--- config.mk ---
export PLATFORM = sky130hd
export DESIGN_NAME = vga_fb_arbiter
export DESIGN_NICKNAME = d
export VERILOG_FILES = /design/src/rtl/vga_pkg.sv /design/src/rtl/vga_fb_wbuf.sv /design/src/rtl/vga_fb_arbiter.sv
export SDC_FILE = /design/constraint.sdc
export NUM_CORES = 1
export LEC_CHECK = 0
export ABC_AREA = 1
export CAP_MARGIN = 20
export CORE_MARGIN = 5
export CORE_UTILIZATION = 50
export CTS_CLUSTER_DIAMETER = 50
export DETAILED_ROUTE_END_ITERATION = 8
export GPL_TIMING_DRIVEN = 0
export PLACE_DENSITY = 0.91
export RECOVER_POWER = 50
export SKIP_LAST_GASP = 1
export SLEW_MARGIN = 20
export SYNTH_ARGS = -nofsm -noshare
export SYNTH_HDL_FRONTEND = slang
export SYNTH_HIERARCHICAL = 1
export SYNTH_SLANG_ARGS = --single-unit
--- constraint.sdc ---
create_clock -name clk_i -period 5.5 [get_ports clk_i]
set_input_delay 0.55 -clock clk_i [delete_from_list [all_inputs] [get_ports clk_i]]
set_output_delay 0.55 -clock clk_i [all_outputs]
set_load 0.005 [all_outputs]
--- src/rtl/vga_pkg.sv ---
// rtl/vga_pkg.sv - shared framebuffer geometry, pixel layout and arbiter FSM states
`timescale 1ns/1ps
package vga_pkg;
  localparam int FB_W    = 160;
  localparam int FB_H    = 120;
  localparam int FB_SIZE = FB_W * FB_H;
  localparam int DATA_W  = 12;
  localparam int ADDR_W  = 15;

  typedef struct packed {
    logic [3:0] r;
    logic [3:0] g;
    logic [3:0] b;
  } pixel_t;

  typedef enum logic {IDLE, CLEAR} fsm_state_t;
endpackage

--- src/rtl/vga_fb_wbuf.sv ---
// rtl/vga_fb_wbuf.sv - one-entry pixel write buffer with range check and sticky drop flag
`timescale 1ns/1ps
module vga_fb_wbuf #(
  parameter int FB_W   = vga_pkg::FB_W,
  parameter int FB_H   = vga_pkg::FB_H,
  parameter int DATA_W = vga_pkg::DATA_W,
  parameter int ADDR_W = vga_pkg::ADDR_W
) (
  input  logic              clk_i,
  input  logic              rst_ni,
  input  logic              wr_valid_i,
  output logic              wr_ready_o,
  input  logic [7:0]        wr_x_i,
  input  logic [6:0]        wr_y_i,
  input  logic [DATA_W-1:0] wr_data_i,
  input  logic              block_i,
  input  logic              flush_i,
  input  logic              drain_i,
  output logic              full_o,
  output logic [ADDR_W-1:0] addr_o,
  output logic [DATA_W-1:0] data_o,
  input  logic              drop_clr_i,
  output logic              drop_o
);
  logic accept;
  logic in_range;

  // A draining entry frees the slot in the same cycle, so back-to-back writes stream.
  assign wr_ready_o = (!full_o || drain_i) && !block_i;
  assign accept     = wr_valid_i && wr_ready_o;
  assign in_range   = (32'(wr_x_i) < 32'(FB_W)) && (32'(wr_y_i) < 32'(FB_H));

  always_ff @(posedge clk_i or negedge rst_ni) begin
    if (!rst_ni) begin
      full_o <= 1'b0;
      addr_o <= '0;
      data_o <= '0;
      drop_o <= 1'b0;
    end else begin
      if (flush_i)                full_o <= 1'b0;
      else if (accept && in_range) full_o <= 1'b1;
      else if (drain_i)           full_o <= 1'b0;

      if (accept && in_range) begin
        addr_o <= ADDR_W'(32'(wr_y_i) * 32'(FB_W) + 32'(wr_x_i));
        data_o <= wr_data_i;
      end

      if (accept && !in_range) drop_o <= 1'b1;
      else if (drop_clr_i)     drop_o <= 1'b0;
    end
  end
endmodule

--- src/rtl/vga_fb_arbiter.sv ---
// rtl/vga_fb_arbiter.sv - framebuffer RAM arbiter: display scan-out, clear engine and pixel writer
`timescale 1ns/1ps
module vga_fb_arbiter #(
  parameter int FB_W        = vga_pkg::FB_W,
  parameter int FB_H        = vga_pkg::FB_H,
  parameter int SCALE_SHIFT = 2,
  parameter int DATA_W      = vga_pkg::DATA_W,
  parameter int ADDR_W      = vga_pkg::ADDR_W
) (
  input  logic              clk_i,
  input  logic              rst_ni,
  input  logic              disp_active_i,
  input  logic [9:0]        xcol_i,
  input  logic [9:0]        yrow_i,
  input  logic              hsync_i,
  input  logic              vsync_i,
  output logic              hsync_o,
  output logic              vsync_o,
  output logic [DATA_W-1:0] color_o,
  input  logic              wr_valid_i,
  output logic              wr_ready_o,
  input  logic [7:0]        wr_x_i,
  input  logic [6:0]        wr_y_i,
  input  logic [DATA_W-1:0] wr_data_i,
  input  logic              clr_i,
  input  logic [DATA_W-1:0] clr_color_i,
  output logic              busy_o,
  output logic              drop_o,
  input  logic              drop_clr_i,
  output logic              mem_en_o,
  output logic              mem_we_o,
  output logic [ADDR_W-1:0] mem_addr_o,
  output logic [DATA_W-1:0] mem_wdata_o,
  input  logic [DATA_W-1:0] mem_rdata_i
);
  import vga_pkg::*;

  localparam int FB_CNT = FB_W * FB_H;

  fsm_state_t        state, state_nx;
  logic [ADDR_W-1:0] cnt, cnt_nx;
  logic [DATA_W-1:0] clr_col;
  logic              dfetch, clr_start, clr_gnt, wr_gnt;
  logic [ADDR_W-1:0] disp_addr;
  logic              buf_full;
  logic [ADDR_W-1:0] buf_addr;
  logic [DATA_W-1:0] buf_data;
  logic [1:0]        act_q, hs_q, vs_q;
  logic              fetch_q;
  logic [DATA_W-1:0] pix_q;

  // One RAM read per scaled block, on its leftmost screen pixel.
  assign dfetch    = disp_active_i && (xcol_i[SCALE_SHIFT-1:0] == '0);
  assign disp_addr = ADDR_W'(32'(yrow_i >> SCALE_SHIFT) * 32'(FB_W) + 32'(xcol_i >> SCALE_SHIFT));
  assign clr_start = (state == IDLE) && clr_i;
  assign clr_gnt   = (state == CLEAR) && !dfetch;
  assign wr_gnt    = (state == IDLE) && buf_full && !dfetch;
  assign busy_o    = (state == CLEAR);

  vga_fb_wbuf #(.FB_W(FB_W), .FB_H(FB_H), .DATA_W(DATA_W), .ADDR_W(ADDR_W)) u_wbuf (
    .clk_i      (clk_i),
    .rst_ni     (rst_ni),
    .wr_valid_i (wr_valid_i),
    .wr_ready_o (wr_ready_o),
    .wr_x_i     (wr_x_i),
    .wr_y_i     (wr_y_i),
    .wr_data_i  (wr_data_i),
    .block_i    (busy_o),
    .flush_i    (clr_start),
    .drain_i    (wr_gnt),
    .full_o     (buf_full),
    .addr_o     (buf_addr),
    .data_o     (buf_data),
    .drop_clr_i (drop_clr_i),
    .drop_o     (drop_o)
  );

  always_ff @(posedge clk_i or negedge rst_ni) begin
    if (!rst_ni) begin
      state   <= IDLE;
      cnt     <= '0;
      clr_col <= '0;
    end else begin
      state <= state_nx;
      cnt   <= cnt_nx;
      if (clr_start) clr_col <= clr_color_i;
    end
  end

  always_comb begin
    state_nx = state;
    cnt_nx   = cnt;
    case (state)
      IDLE: begin
        if (clr_i) begin
          state_nx = CLEAR;
          cnt_nx   = '0;
        end
      end
      CLEAR: begin
        if (clr_gnt) begin
          if (cnt == ADDR_W'(FB_CNT - 1)) state_nx = IDLE;
          else                            cnt_nx   = cnt + ADDR_W'(1);
        end
      end
      default: state_nx = IDLE;
    endcase
  end

  always_comb begin
    mem_en_o    = 1'b0;
    mem_we_o    = 1'b0;
    mem_addr_o  = '0;
    mem_wdata_o = '0;
    if (dfetch) begin
      mem_en_o   = 1'b1;
      mem_addr_o = disp_addr;
    end else if (state == CLEAR) begin
      mem_en_o    = 1'b1;
      mem_we_o    = 1'b1;
      mem_addr_o  = cnt;
      mem_wdata_o = clr_col;
    end else if (buf_full) begin
      mem_en_o    = 1'b1;
      mem_we_o    = 1'b1;
      mem_addr_o  = buf_addr;
      mem_wdata_o = buf_data;
    end
  end

  // Syncs and the active flag ride the same two-stage pipe as the RAM read.
  always_ff @(posedge clk_i or negedge rst_ni) begin
    if (!rst_ni) begin
      act_q   <= 2'b00;
      hs_q    <= 2'b11;
      vs_q    <= 2'b11;
      fetch_q <= 1'b0;
      pix_q   <= '0;
    end else begin
      act_q   <= {act_q[0], disp_active_i};
      hs_q    <= {hs_q[0], hsync_i};
      vs_q    <= {vs_q[0], vsync_i};
      fetch_q <= dfetch;
      if (fetch_q) pix_q <= mem_rdata_i;
    end
  end

  assign hsync_o = hs_q[1];
  assign vsync_o = vs_q[1];
  assign color_o = act_q[1] ? pix_q : '0;
endmodule

==> results.yml, run 1 <==
status:
  status: "complete, but fails checks"
  violations: "capacitance limit, slew limit"
logic_synthesis:
  syn_area_mm2: 0.00492
  synth_edf_count: 0
  avgSynthCellArea_um2: 7.59
  post-synth-top-count-cell: "nand2_1"
  synth_cells: 648
  synth.net_count: 760
  ys_top_cells_by_count: "nand2_1 (235), inv_1 (77), dfrtp_1 (72)"
  ys.flop_type: "dfrtp_1"
  synthArstFlopShare: 1.00
  ys_seq_elements: 76
  ys_warn_count: 6
  ys_types: 43
  synthTopCellsByArea: "dfrtp_1 (37%), nand2_1 (18%), ha_1 (7.4%)"
  ys_seq_area_frac: 0.388
  synth_top_area_frac: 0.367
  synth_area_leader_cell: "dfrtp_1"
detailed_routing:
  wl_per_cell_um: 15.2
  first_iter_violations: 344
  firstDrtPassIters: 5
  postRouteAntennaNets: 0
  drcViolationCount: 0
  vias: 4946
  drt_wl_total_um: 14000
  vias_per_cell: 5.38
clocking:
  cts_root_buffer: "clkbuf_8"
  numClockSinks: 76
  numCtsBuffers: 9
  cts_hold_buf: 0
  cts_tree: "built"
  clock_latency_ns: 0.36
  path_clk_slew_ns: 0.09
  post_cts_resize_count: 0
  post_cts_buffers: 0
  cts_max_level: 3
  clockBufferDepth: 2
floorplan:
  start_util: 0.508
  ioPinCount: 125
  die_y_um: 109
  rows: 36
  coreArea_mm2: 0.00968
  dieArea_mm2: 0.0119
  fp.dieW_um: 109
power_and_ir_drop:
  intPower_mw: 1.11
  p_sw_frac: 0.334
  p_comb_frac: 0.323
  power_density_mw_per_mm2: 257
  power_frac_clock: 0.260
  ir_worst_vdd_uv: 146
  seq_power_share: 0.417
  p_leak_nw: 3.25
  p_sw_mw: 0.559
  finalPower_mw: 1.67
finish:
  fillers: 778
  fin_util: 0.671
  drive_gt1_frac: 0.0813
  nNetsFinal: 894
  syn_to_final_growth_pct: 32.2
  antenna_cells: 0
sta:
  fin_crit_ns: 4.17
  fin_ws_ns: 1.33
  fin_skew_ns: 0.0179
  fin_hold_ws_ns: 0.366
  maxSlewHeadroom: -0.467
  final_max_slew_viol_count: 79
  rsz0062_at_grt: "false"
  finalSetupViolations: 0
  hold_viol_final: 0
  setup_tns_ns: 0
  tightest_slew_ns: 2.20
  max_freq_mhz: 240
  period_share: 0.758
critical_path:
  r2r_setup_slack_ns: 3.10
  cpMostUsedCell: "nand2_1"
  cpPeakStageDelay_ns: 0.50
  r2r_start: "busy_o$_DFF_PN0_"
  cp_max_fo: 3
  start_kind: "primary input"
  path_cells: "clkdlybuf4s50_1, ha_1, ha_1, inv_1, fa_1, nor2_1, nand3_1, nor2_1, nand2_1, nor2_1, nand2_1, nand2_1, nand3_1, nand2_1, clkdlybuf4s50_1"
  cp.required_ns: 4.95
  reg2reg_to: "u_wbuf/data_o[6]$_DFFE_PN0P_"
  crit_slowest_cell: "clkdlybuf4s50_1"
  end_kind: "output port"
  rr_worst_depth: 14
  critical_path_class: "primary input to output port"
  arrival_ns: 3.62
flow_run:
  cap_violations: 2
grt:
  grt_pass1_wl_um: 22900
  grt_usage: 0.242
  grt_pass1_vias: 4870
  grt_max_degree: 42
  antenna_found_initial: 0
  overflow: 0
place:
  place_congestion: 0.952
  portBuffers: 122
  post-place-ws_ns: 1.39
  dp_hpwl_um: 11000
worst_hold_path:
  holdPathEnd: "vs_q[1]$_DFF_PN1_"
  min-delay-start: "vs_q[0]$_DFF_PN1_"
  whs_path_depth: 0
  hold_class: "flip-flop to flip-flop"
-- state kept, by name, summed over array words and instances (netlist names) --
register and cells:
act_q 2, busy_o 1, clr_col 12, cnt 15, fetch_q 1, hs_q 2
pix_q 12, u_wbuf/addr_o 15, u_wbuf/data_o 12, u_wbuf/drop_o 1, u_wbuf/full_o 1, vs_q 2
-- final cells by class --
| cell class | count | area, um^2 | share of cell area |
|---|---|---|---|
| clock buffer | 10 | 128 | 0.0196 |
| sequential | 76 | 1910 | 0.293 |
| tap | 133 | 166 | 0.0256 |
| clock inverter | 6 | 72.6 | 0.0112 |
| buffer | 23 | 134 | 0.0206 |
| timing repair buffer | 123 | 1220 | 0.187 |
| inverter | 83 | 314 | 0.0483 |
| multi-input combinational | 466 | 2560 | 0.394 |
-- through the flow --
stage,cell area (um^2),instances
after floorplan,4920,648
final,6500,920
after global routing,6500,920
after global placement,6300,903
after CTS,6520,920
after detailed placement,6320,904
-- layer usage --
metal | track usage | vias up | wire length [um]
met1 | 0.310 | 2349 | 5560
met5 | 0 | - | 0
met3 | 0.0373 | 33 | 900
li1 | - | 2371 | -
met4 | 0.0893 | 0 | 371
met2 | 0.414 | 193 | 7120
-- cells by family after synthesis --
group                      count (synthesis)  share of synthesized area
DFF                                       76                      0.388
adders and majority gates                 33                     0.0901
AOI/OAI and AO/OA                         74                      0.103
buffers and inverters                    106                     0.0911
xor gates and xnor gates                  11                     0.0196
muxes                                     12                     0.0275
and+or+nand+nor                          336                      0.281
-- power by group through the flow --
| stage | sequential (mW) | clock (mW) | combinational, mW |
|---|---|---|---|
| after detailed placement | 0.705 | 0 | 0.539 |
| final | 0.698 | 0.436 | 0.540 |
| after global placement | 0.701 | 0 | 0.521 |
| after CTS | 0.695 | 0.442 | 0.542 |
| after global routing | 0.708 | 0.461 | 0.603 |
| after floorplan | 0.683 | 0 | 0.305 |
-- worst max path at each step --
| stage | slack [ns] | end | cells after the start | startpoint |
|---|---|---|---|---|
| 2_1_floorplan | 2.63 | mem_addr_o[13] | 11 | yrow_i[3] |
| 3_3_place_gp | 1.36 | u_wbuf/data_o[5]$_DFFE_PN0P_ | 1 | rst_ni |
| 3_5_place_dp | 1.39 | mem_addr_o[14] | 15 | yrow_i[3] |
| 4_1_cts | 1.37 | mem_addr_o[14] | 15 | yrow_i[3] |
| 5_1_grt | 1.17 | mem_addr_o[14] | 15 | yrow_i[3] |
| 6_report | 1.33 | mem_addr_o[14] | 15 | yrow_i[3] |
-- worst max-delay path: cells and delay by family --
kind,cells,cell delay (ns)
and+or+nand+nor,9,1.00
adders and majority gates,3,1.00
buffers and inverters,3,1.05
-- cell usage in the layout, fill, tap and decap left out, types with 3 or more instances in the layout --
cell and count:
nand2_1 235, clkdlybuf4s50_1 115, inv_1 77, dfrtp_1 72, nand3_1 41, nor2_1 32, ha_1 29, a32oi_1 17
o21ai_0 14, nand4_1 13, clkbuf_1 12, a21oi_1 12, mux2_2 12, clkbuf_8 9, buf_2 8, xor2_1 8
o21ai_1 8, nor3_1 6, dlygate4sd3_1 6, o21ai_2 5, o311ai_0 4, fa_1 4, dfstp_2 4, xnor2_1 3
o211ai_1 3, inv_2 3, nand2_2 3, buf_6 3, a31o_2 3, clkinv_4 3
Note: power is estimated with default switching activity, not from simulation.
==> inputs of run 2 (changes only) <==
--- a/config.mk
+++ b/config.mk
@@ -8,11 +8,11 @@
 export ABC_AREA = 1
 export CAP_MARGIN = 20
 export CORE_MARGIN = 5
-export CORE_UTILIZATION = 50
+export CORE_UTILIZATION = 45
 export CTS_CLUSTER_DIAMETER = 50
 export DETAILED_ROUTE_END_ITERATION = 8
 export GPL_TIMING_DRIVEN = 0
-export PLACE_DENSITY = 0.91
+export PLACE_DENSITY = 0.87
 export RECOVER_POWER = 50
 export SKIP_LAST_GASP = 1
 export SLEW_MARGIN = 20
==> constraint.sdc (replaced) <==
create_clock -name clk_i -period 3.7 [get_ports clk_i]
set_input_delay 0.37 -clock clk_i [delete_from_list [all_inputs] [get_ports clk_i]]
set_output_delay 0.37 -clock clk_i [all_outputs]
set_load 0.005 [all_outputs]
==> run 2 against run 1 <==
Effect of this change:
- critical endpoint is now mem_addr_o[13]
- wire length down 3.2%
- final area rose by 0.81%
- die area grew 10%
- critical path type unchanged
- first-iteration DRC count is 24% higher
- the flow now finishes without violations
==> results.yml, run 2 (same netlist as run 1, synthesis figures left out) <==
floorplan:
  start_util: 0.455
  die_y_um: 115
  coreArea_mm2: 0.0108
  rows: 38
  dieArea_mm2: 0.0131
  ioPinCount: 125
  fp.dieW_um: 115
sta:
  final_max_slew_viol_count: 0
  tightest_slew_ns: 1.34
  finalSetupViolations: 0
  fin_ws_ns: 0.0577
  period_share: 0.984
  maxSlewHeadroom: 0.108
  setup_tns_ns: 0
  max_freq_mhz: 275
  hold_viol_final: 0
  fin_skew_ns: 0.00714
  fin_crit_ns: 3.64
place:
  post-place-ws_ns: -0.0315
  place_inst: 911
  portBuffers: 122
  place_congestion: 0.939
  dp_hpwl_um: 10600
critical_path:
  path_cells: "clkdlybuf4s50_1, ha_1, ha_2, inv_2, fa_1, nor2_2, nand3_2, a21oi_2, nand2_1, nor2_2, nor2_1, o21ai_1, clkdlybuf4s50_1"
  critical_path_class: "primary input to output port"
  cp.required_ns: 3.33
  arrival_ns: 3.27
  cpPeakStageDelay_ns: 0.52
  cp-startpoint: "yrow_i[5]"
  crit_slowest_cell: "clkdlybuf4s50_1"
  end_kind: "output port"
  cp_max_fo: 3
  start_kind: "primary input"
  r2r_start: "busy_o$_DFF_PN0_"
clocking:
  clock_latency_ns: 0.36
  cts_max_level: 3
  clockBufferDepth: 2
  numClockSinks: 76
  cts_root_buffer: "clkbuf_8"
  path_clk_slew_ns: 0.09
  cts_tree: "built"
  numCtsBuffers: 9
finish:
  syn_to_final_growth_pct: 33.3
  final_common_cell: "nand2_1"
  drive_gt1_frac: 0.0949
  antenna_cells: 0
  nNetsFinal: 897
  largestRegisters: "cnt: 15 flops, u_wbuf/addr_o: 15 flops"
  fin_cells: 930
  fin_util: 0.607
  final_cell_mix: "nand2_1 (234), clkdlybuf4s50_1 (117), inv_1 (76), dfrtp_1 (72), nand3_1 (40)"
flow_run:
  cap_violations: 0
grt:
  antenna_found_initial: 0
  grt_pass1_vias: 4629
  grt_pass1_wl_um: 21600
  grt_max_degree: 54
  grt_usage: 0.203
  overflow: 0
detailed_routing:
  postRouteAntennaNets: 0
  drt_wl_total_um: 13500
  wl_per_cell_um: 14.5
  vias_per_cell: 5.18
  vias: 4814
  first_iter_violations: 427
  firstDrtPassIters: 7
  drcViolationCount: 0
power_and_ir_drop:
  p_leak_nw: 3.27
  seq_power_share: 0.420
  power_frac_clock: 0.248
  power_density_mw_per_mm2: 375
  ir_worst_vdd_uv: 213
  p_comb_frac: 0.332
  finalPower_mw: 2.46
  p_sw_frac: 0.346
  p_sw_mw: 0.850
  intPower_mw: 1.61
worst_hold_path:
  hold_class: "flip-flop to flip-flop"
  min-delay-start: "act_q[0]$_DFF_PN0_"
status:
  status: "finished clean"
run 2: changes by cell type in the layout (fill, tap and decap cells not counted), sizes merged:
| cell | change |
|---|---|
| bufinv | -1 |
| clkinv | -1 |
| dlygate4sd3 | -2 |
| clkdlybuf4s50 | +2 |
| clkbuf | +1 |
| dlymetal6s2s | +1 |
| inv | +3 |
run 2: timing repair:
item / 4_1_cts / 5_1_grt
setup buffers: 0 / 2
resized for setup: 1 / 11
endpoints found under the hold margin: 19 / 0
setup endpoints to repair: 1 / 3
pin swaps: 0 / 4
hold buffers: 1 / 0
run 2: final cells by class:
class / instances / area, um^2
inverter: 83 / 314
fill: 909 / 4240
clock buffer: 9 / 124
timing repair buffer: 126 / 1250
multi-input combinational: 466 / 2590
clock inverter: 7 / 65.1
buffer: 23 / 131
sequential: 76 / 1910
tap: 140 / 175
run 2: worst paths after layout:
check | end | slack, ns | depth (start not counted)
setup / recovery | mem_addr_o[13] | 0.06 | 13
hold / removal | act_q[1]$_DFF_PN0_ | 0.35 | 0
setup reg to reg | u_wbuf/data_o[1]$_DFFE_PN0P_ | 1.27 | 14
hold reg to reg | act_q[1]$_DFF_PN0_ | 0.35 | 0
max in group asynchronous | clr_col[4]$_DFFE_PN0P_ | 0.99 | 3
min in group asynchronous | pix_q[8]$_DFFE_PN0P_ | 0.78 | 2
run 2: power groups by stage:
| stage | clock (mW) | sequential, mW | combinational (mW) |
|---|---|---|---|
| after CTS | 0.622 | 1.03 | 0.804 |
| final | 0.609 | 1.03 | 0.815 |
| after detailed placement | 0 | 1.04 | 0.800 |
| after global routing | 0.663 | 1.05 | 0.908 |
| after global placement | 0 | 1.04 | 0.773 |
| after floorplan | 0 | 1.02 | 0.454 |
run 2: per-stage QoR:
stage / hold WS [ns] / cell area (um^2)
3_5_place_dp: 0.289 / 6340
2_1_floorplan: 0.0744 / 4920
4_1_cts: 0.357 / 6540
3_3_place_gp: 0.332 / 6310
6_report: 0.354 / 6550
5_1_grt: 0.361 / 6550
run 2: routing by layer:
layer,vias to the layer above,global-route usage,routed length (um)
met1,2213,0.253,5600
met3,40,0.0307,821
met2,185,0.357,6670
met4,0,0.0728,425
li1,2376,-,-
met5,-,0,0
run 2: worst max-delay path: cells and delay by family:
kind,cells,cell delay [ns]
AOI/OAI and AO/OA,2,0.32
adders and majority gates,3,0.99
buffers and inverters,3,1.01
and+or+nand+nor,5,0.57
